File: config.mk
export PLATFORM = sky130hd
export DESIGN_NAME = alu_operand_sel_stage
export DESIGN_NICKNAME = d
export VERILOG_FILES = /design/src/rtl/alu_operand_sel_stage.sv
export SDC_FILE = /design/constraint.sdc
export NUM_CORES = 1
export LEC_CHECK = 0
export BUFFER_PORTS_ARGS = -buffer_cell sky130_fd_sc_hd__buf_4
export CORE_AREA = 2 2 46 57
export DETAILED_ROUTE_END_ITERATION = 8
export DIE_AREA = 0 0 48 59
export GPL_ROUTABILITY_DRIVEN = 1
export PLACE_DENSITY_LB_ADDON = 0.15
export SETUP_SLACK_MARGIN = 0.1
export SLEW_MARGIN = 20
export SYNTH_ARGS = -nofsm -noshare
export SYNTH_HDL_FRONTEND = slang
export SYNTH_SLANG_ARGS = --single-unit
export TNS_END_PERCENT = 10
File: constraint.sdc
create_clock -name clk -period 2.23 [get_ports clk]
set_clock_uncertainty 0.1 [all_clocks]
set_input_delay 0.5575 -clock clk [delete_from_list [all_inputs] [get_ports clk]]
set_output_delay 0.5575 -clock clk [all_outputs]
set_load 0.01 [all_outputs]
File: src/rtl/alu_operand_sel_stage.sv
// alu_operand_sel_stage
//  One-entry valid/ready stage that turns the one-hot instruction-class code from
//  decode into the ALU operand-A / operand-B selects. It flags codes that are not
//  exactly one-hot and keeps a sticky error flag plus a saturating error counter.
//  Class bits: 0 J, 1 JALR, 2 LUI, 3 AUIPC, 4 B, 5 R, 6 S, 7 I-ALU, 8 LOAD, 9 CSR.
//  Bits 10 and up are reserved, and any reserved bit set makes the code illegal.
//  Optional feature macro ALU_OPSEL_FORWARD_EN: when it is defined, fwd_a picks the
//  EX or MEM result for rs1. When it is undefined, fwd_a is held at 2'b00.
module alu_operand_sel_stage #(
    parameter int CODE_W     = 10,
    parameter int REG_ADDR_W = 5,
    parameter int ERR_CNT_W  = 8
) (
    input  logic                  clk,
    input  logic                  rst_n,
    input  logic                  in_valid,
    output logic                  in_ready,
    input  logic [CODE_W-1:0]     code,
    input  logic [REG_ADDR_W-1:0] rs1_addr,
    input  logic [REG_ADDR_W-1:0] ex_rd,
    input  logic                  ex_wr,
    input  logic [REG_ADDR_W-1:0] mem_rd,
    input  logic                  mem_wr,
    output logic                  out_valid,
    input  logic                  out_ready,
    output logic [1:0]            alu_sel_a,
    output logic                  alu_sel_b,
    output logic [1:0]            fwd_a,
    output logic                  illegal,
    output logic                  err_flag,
    output logic [ERR_CNT_W-1:0]  err_cnt,
    input  logic                  err_clr
);

    localparam int CLS_W = 10;

    // A code is legal only if exactly one bit is set and that bit is a defined class.
    function automatic logic code_legal(input logic [CODE_W-1:0] c);
        logic [CODE_W-1:0] dec_m;
        dec_m      = c - {{(CODE_W-1){1'b0}}, 1'b1};
        code_legal = (c != {CODE_W{1'b0}}) &&
                     ((c & dec_m) == {CODE_W{1'b0}}) &&
                     ((c >> CLS_W) == {CODE_W{1'b0}});
    endfunction

    logic                 acc_s;
    logic                 legal_s;
    logic [1:0]           dec_a_s;
    logic                 dec_b_s;
    logic [1:0]           fwd_s;
    logic                 cnt_sat_s;

    logic                 out_valid_r;
    logic [1:0]           sel_a_r;
    logic                 sel_b_r;
    logic [1:0]           fwd_r;
    logic                 illegal_r;
    logic                 err_flag_r;
    logic [ERR_CNT_W-1:0] err_cnt_r;

    assign in_ready  = ~out_valid_r | out_ready;
    assign acc_s     = in_valid & in_ready;
    assign legal_s   = code_legal(code);
    assign cnt_sat_s = (err_cnt_r == {ERR_CNT_W{1'b1}});

    // Map the instruction class onto the operand selects. Illegal codes fall back to rs1/rs2.
    always_comb begin
        dec_a_s = 2'b00;
        dec_b_s = 1'b0;
        if (legal_s) begin
            case (code[CLS_W-1:0])
                10'h001: begin dec_a_s = 2'b01; dec_b_s = 1'b1; end  // J
                10'h002: begin dec_a_s = 2'b00; dec_b_s = 1'b1; end  // JALR
                10'h004: begin dec_a_s = 2'b10; dec_b_s = 1'b1; end  // LUI
                10'h008: begin dec_a_s = 2'b01; dec_b_s = 1'b1; end  // AUIPC
                10'h010: begin dec_a_s = 2'b00; dec_b_s = 1'b0; end  // B
                10'h020: begin dec_a_s = 2'b00; dec_b_s = 1'b0; end  // R
                10'h040: begin dec_a_s = 2'b00; dec_b_s = 1'b1; end  // S
                10'h080: begin dec_a_s = 2'b00; dec_b_s = 1'b1; end  // I-ALU
                10'h100: begin dec_a_s = 2'b00; dec_b_s = 1'b1; end  // LOAD
                10'h200: begin dec_a_s = 2'b00; dec_b_s = 1'b1; end  // CSR
                default: begin dec_a_s = 2'b00; dec_b_s = 1'b0; end
            endcase
        end else begin
            dec_a_s = 2'b00;
            dec_b_s = 1'b0;
        end
    end

`ifdef ALU_OPSEL_FORWARD_EN
    // Choose the rs1 forwarding source. EX is newer than MEM, so EX wins. x0 is never forwarded.
    always_comb begin
        fwd_s = 2'b00;
        if (!legal_s || (dec_a_s != 2'b00)) begin
            fwd_s = 2'b00;
        end else if (ex_wr && (ex_rd != {REG_ADDR_W{1'b0}}) && (ex_rd == rs1_addr)) begin
            fwd_s = 2'b01;
        end else if (mem_wr && (mem_rd != {REG_ADDR_W{1'b0}}) && (mem_rd == rs1_addr)) begin
            fwd_s = 2'b10;
        end else begin
            fwd_s = 2'b00;
        end
    end
`else
    logic unused_fwd_inputs_s;
    assign unused_fwd_inputs_s = ^{rs1_addr, ex_rd, ex_wr, mem_rd, mem_wr};

    // Forwarding is not built, so operand A always comes from the register file.
    always_comb begin
        fwd_s = 2'b00;
    end
`endif

    // Pipeline register. Load on accept, drop valid once consumed, hold while stalled.
    always_ff @(posedge clk or negedge rst_n) begin
        if (!rst_n) begin
            out_valid_r <= 1'b0;
            sel_a_r     <= 2'b00;
            sel_b_r     <= 1'b0;
            fwd_r       <= 2'b00;
            illegal_r   <= 1'b0;
        end else if (acc_s) begin
            out_valid_r <= 1'b1;
            sel_a_r     <= dec_a_s;
            sel_b_r     <= dec_b_s;
            fwd_r       <= fwd_s;
            illegal_r   <= ~legal_s;
        end else if (out_ready) begin
            out_valid_r <= 1'b0;
        end else begin
            out_valid_r <= out_valid_r;
        end
    end

    // Error bookkeeping. A clear in the same cycle as an illegal accept is applied first.
    always_ff @(posedge clk or negedge rst_n) begin
        if (!rst_n) begin
            err_flag_r <= 1'b0;
            err_cnt_r  <= {ERR_CNT_W{1'b0}};
        end else if (acc_s && !legal_s) begin
            err_flag_r <= 1'b1;
            if (err_clr) begin
                err_cnt_r <= {{(ERR_CNT_W-1){1'b0}}, 1'b1};
            end else if (!cnt_sat_s) begin
                err_cnt_r <= err_cnt_r + {{(ERR_CNT_W-1){1'b0}}, 1'b1};
            end else begin
                err_cnt_r <= err_cnt_r;
            end
        end else if (err_clr) begin
            err_flag_r <= 1'b0;
            err_cnt_r  <= {ERR_CNT_W{1'b0}};
        end else begin
            err_flag_r <= err_flag_r;
            err_cnt_r  <= err_cnt_r;
        end
    end

    assign out_valid = out_valid_r;
    assign alu_sel_a = sel_a_r;
    assign alu_sel_b = sel_b_r;
    assign fwd_a     = fwd_r;
    assign illegal   = illegal_r;
    assign err_flag  = err_flag_r;
    assign err_cnt   = err_cnt_r;

endmodule

==> results.cfg <==
[logic_synthesis]
synth_area_sq_um = 955
netlist-cell-type-count = 38
syn_area_per_cell_sq_um = 9.01
synth_edf_count = 0
yosysSeqAreaShare_pct = 36.7
yosysWarnings = 0
synth_ff_type = dfrtp_1
async_flop_share_pct = 100
postSynthCellCount = 106
ys_ff_latch = 14

[global_route]
grt_overflow_total = 0
grt_pass1_vias = 981
grt_pass1_wl_um = 4130
antenna_found_initial = 0
grt_max_degree = 15
grtUsageTotal_pct = 20.3

[worst_hold_path]
hold_class = input pin to asynchronous set/reset pin

[route]
num_vias = 1054
met2_wirelength_um = 1390
dr_wl_met3_um = 117
vias_per_cell = 5.52
drc = 0
drtIter0Drc = 15
routed_wl_um = 2560
wirelength_met1_um = 1030
wire_per_inst_um = 13.4
highest_layer = met4
first_pass_iters = 4
antenna_left = 0

[sta]
period_needed_ps = 2320
hold_viol = 0
whs_ps = 7.21
rsz0062_at_grt = true
fin_ws_ps = -88.5
finalSetupTns_ps = -613
period_share_pct = 104
maxSlewViolCount = 0
fmax_ghz = 0.431
finalSetupViolations = 10

[clock_network]
tritoncts = done
numCtsBuffers = 3
cts.sinks = 14
clock_latency_ps = 280
htreeDepth = 1
clk_pin_slew_ps = 90
clockBufferDepth = 2
cts.root.buffer_cell = clkbuf_4

[placement]
hpwlAfterDp_um = 1950
port_buffers = 29
place_ws_ps = -400
place_inst = 184
gp_congestion = 0.848

[floorplanning]
core_sq_um = 2260
rows = 19
die_area_sq_um = 2830
ioPinCount = 49
die-width_um = 48
start_util_pct = 42.3
die_y_um = 59

[layout]
finalNetCount = 194
final_common_cell = buf_4
mostFrequentLayoutCells = 52 x buf_4, 14 x dfrtp_1, 9 x nand2_1, 7 x nor2_1, 6 x nand3_1
fin_cells = 191
antennaDiodeCount = 0
area_delta_synth_final_pct = 56.0
layout-drive-gt1-share_pct = 50.6

[power]
peakVddDrop_v = 0.000443
total_power_w = 0.000611
power_density_nw_per_um2 = 410
p_leak_nw = 0.655

[setup_path]
r2r-start = err_cnt[1]
cp-end-kind = flop
ff2ff_setup_slack_ps = 80
ff2ff_path_depth = 6
worstPathArrival_ps = 2420
critPathKind = input pin to flop
crit_start = code[2]
critPathLaunchType = input pin
endpoint = err_cnt[4]
crit_path_max_fanout = 4
rr_endpoint = err_cnt[7]
crit_required_ps = 2330

[status]
violations = negative setup slack
outcome = finished with violations

[job]
max-cap-violations = 0
-- kinds of logic after synthesis --
logic type,synth area share [%]
and+or+nand+nor,26.7
AOI/OAI and AO/OA,25.2
DFF,36.7
buffers and inverters,5.90
xor gates and xnor gates,2.75
adders and majority gates,1.31
other,0.393
muxes,1.05
-- cell type report --
type                            instances  area, sq um
Fill cell                             201          769
Multi-Input combinational cell         84          617
Timing Repair Buffer                   56          439
Sequential cell                        14          350
Tap cell                               31         38.8
Clock buffer                            4         36.3
Inverter                                2         7.51
-- layer usage --
metal / global-route usage, % / vias to the layer above
met1: 25.0 / 506
li1: - / 513
met4: 6.18 / 0
met5: 0 / -
met3: 2.74 / 4
met2: 35.4 / 31
-- worst max-delay path: stages --
cell	delay, ps
buf_8	100
or4_4	560
a2111oi_4	310
o21ai_2	120
a211oi_2	250
buf_4	180
buf_6	110
a2111oi_2	40
a211oi_2	180
-- worst min path at each step --
stage          start      endpoint  slack (ps)  cells after the start
2_1_floorplan  rst_n  alu_sel_a[0]         160                      0
3_3_place_gp   rst_n       illegal         320                      1
3_5_place_dp   rst_n     out_valid         320                      1
4_1_cts        rst_n    err_cnt[2]          10                      1
5_1_grt        rst_n     out_valid          10                      1
6_report       rst_n    err_cnt[2]           7                      1
-- through the flow --
stage,util [%],area [sq um]
2_1_floorplan,-,973
3_5_place_dp,60.3,1360
6_report,65.9,1490
5_1_grt,65.9,1490
4_1_cts,63.3,1430
3_3_place_gp,60.3,1360
-- power breakdown --
group,switching [W],internal [W]
sequential,0.00000636,0.000263
combinational,0.0000766,0.0000808
clock,0.0000848,0.0000993
total,0.000168,0.000443
-- flip-flops by register name, summed over array words and instances (netlist names) --
signal / cells
alu_sel_b: 1
err_flag: 1
out_valid: 1
err_cnt: 8
alu_sel_a: 2
illegal: 1
-- cells in the mapped netlist, types with 2 or more instances --
master / instances / share of area [%]
a2111oi_2: 3 / 4.7
nor4b_1: 2 / 1.8
nand2_1: 10 / 3.9
nand2b_1: 2 / 1.3
nor3_1: 2 / 1.0
clkbuf_1: 2 / 0.79
a21oi_1: 6 / 3.1
a211oi_2: 2 / 2.6
a21o_1: 2 / 1.6
o31ai_1: 3 / 2.4
xnor2_1: 2 / 1.8
inv_1: 2 / 0.79
nor2_1: 9 / 3.5
o21ai_0: 7 / 3.7
buf_4: 2 / 1.6
buf_6: 2 / 2.4
nor4_1: 2 / 1.3
and3_1: 4 / 2.6
nand3_1: 6 / 3.1
dfrtp_1: 14 / 37
or4_2: 4 / 3.7
a31oi_1: 2 / 1.3
-- what timing repair did --
item                                    CTS  global route
buffers inserted                          0             3
pin swaps                                 2             9
resized for setup                         8            11
hold buffers                              0             0
endpoints found under the setup margin   12            12
cloned                                    1             0
No activity file was read; power rests on OpenSTA's default activity.
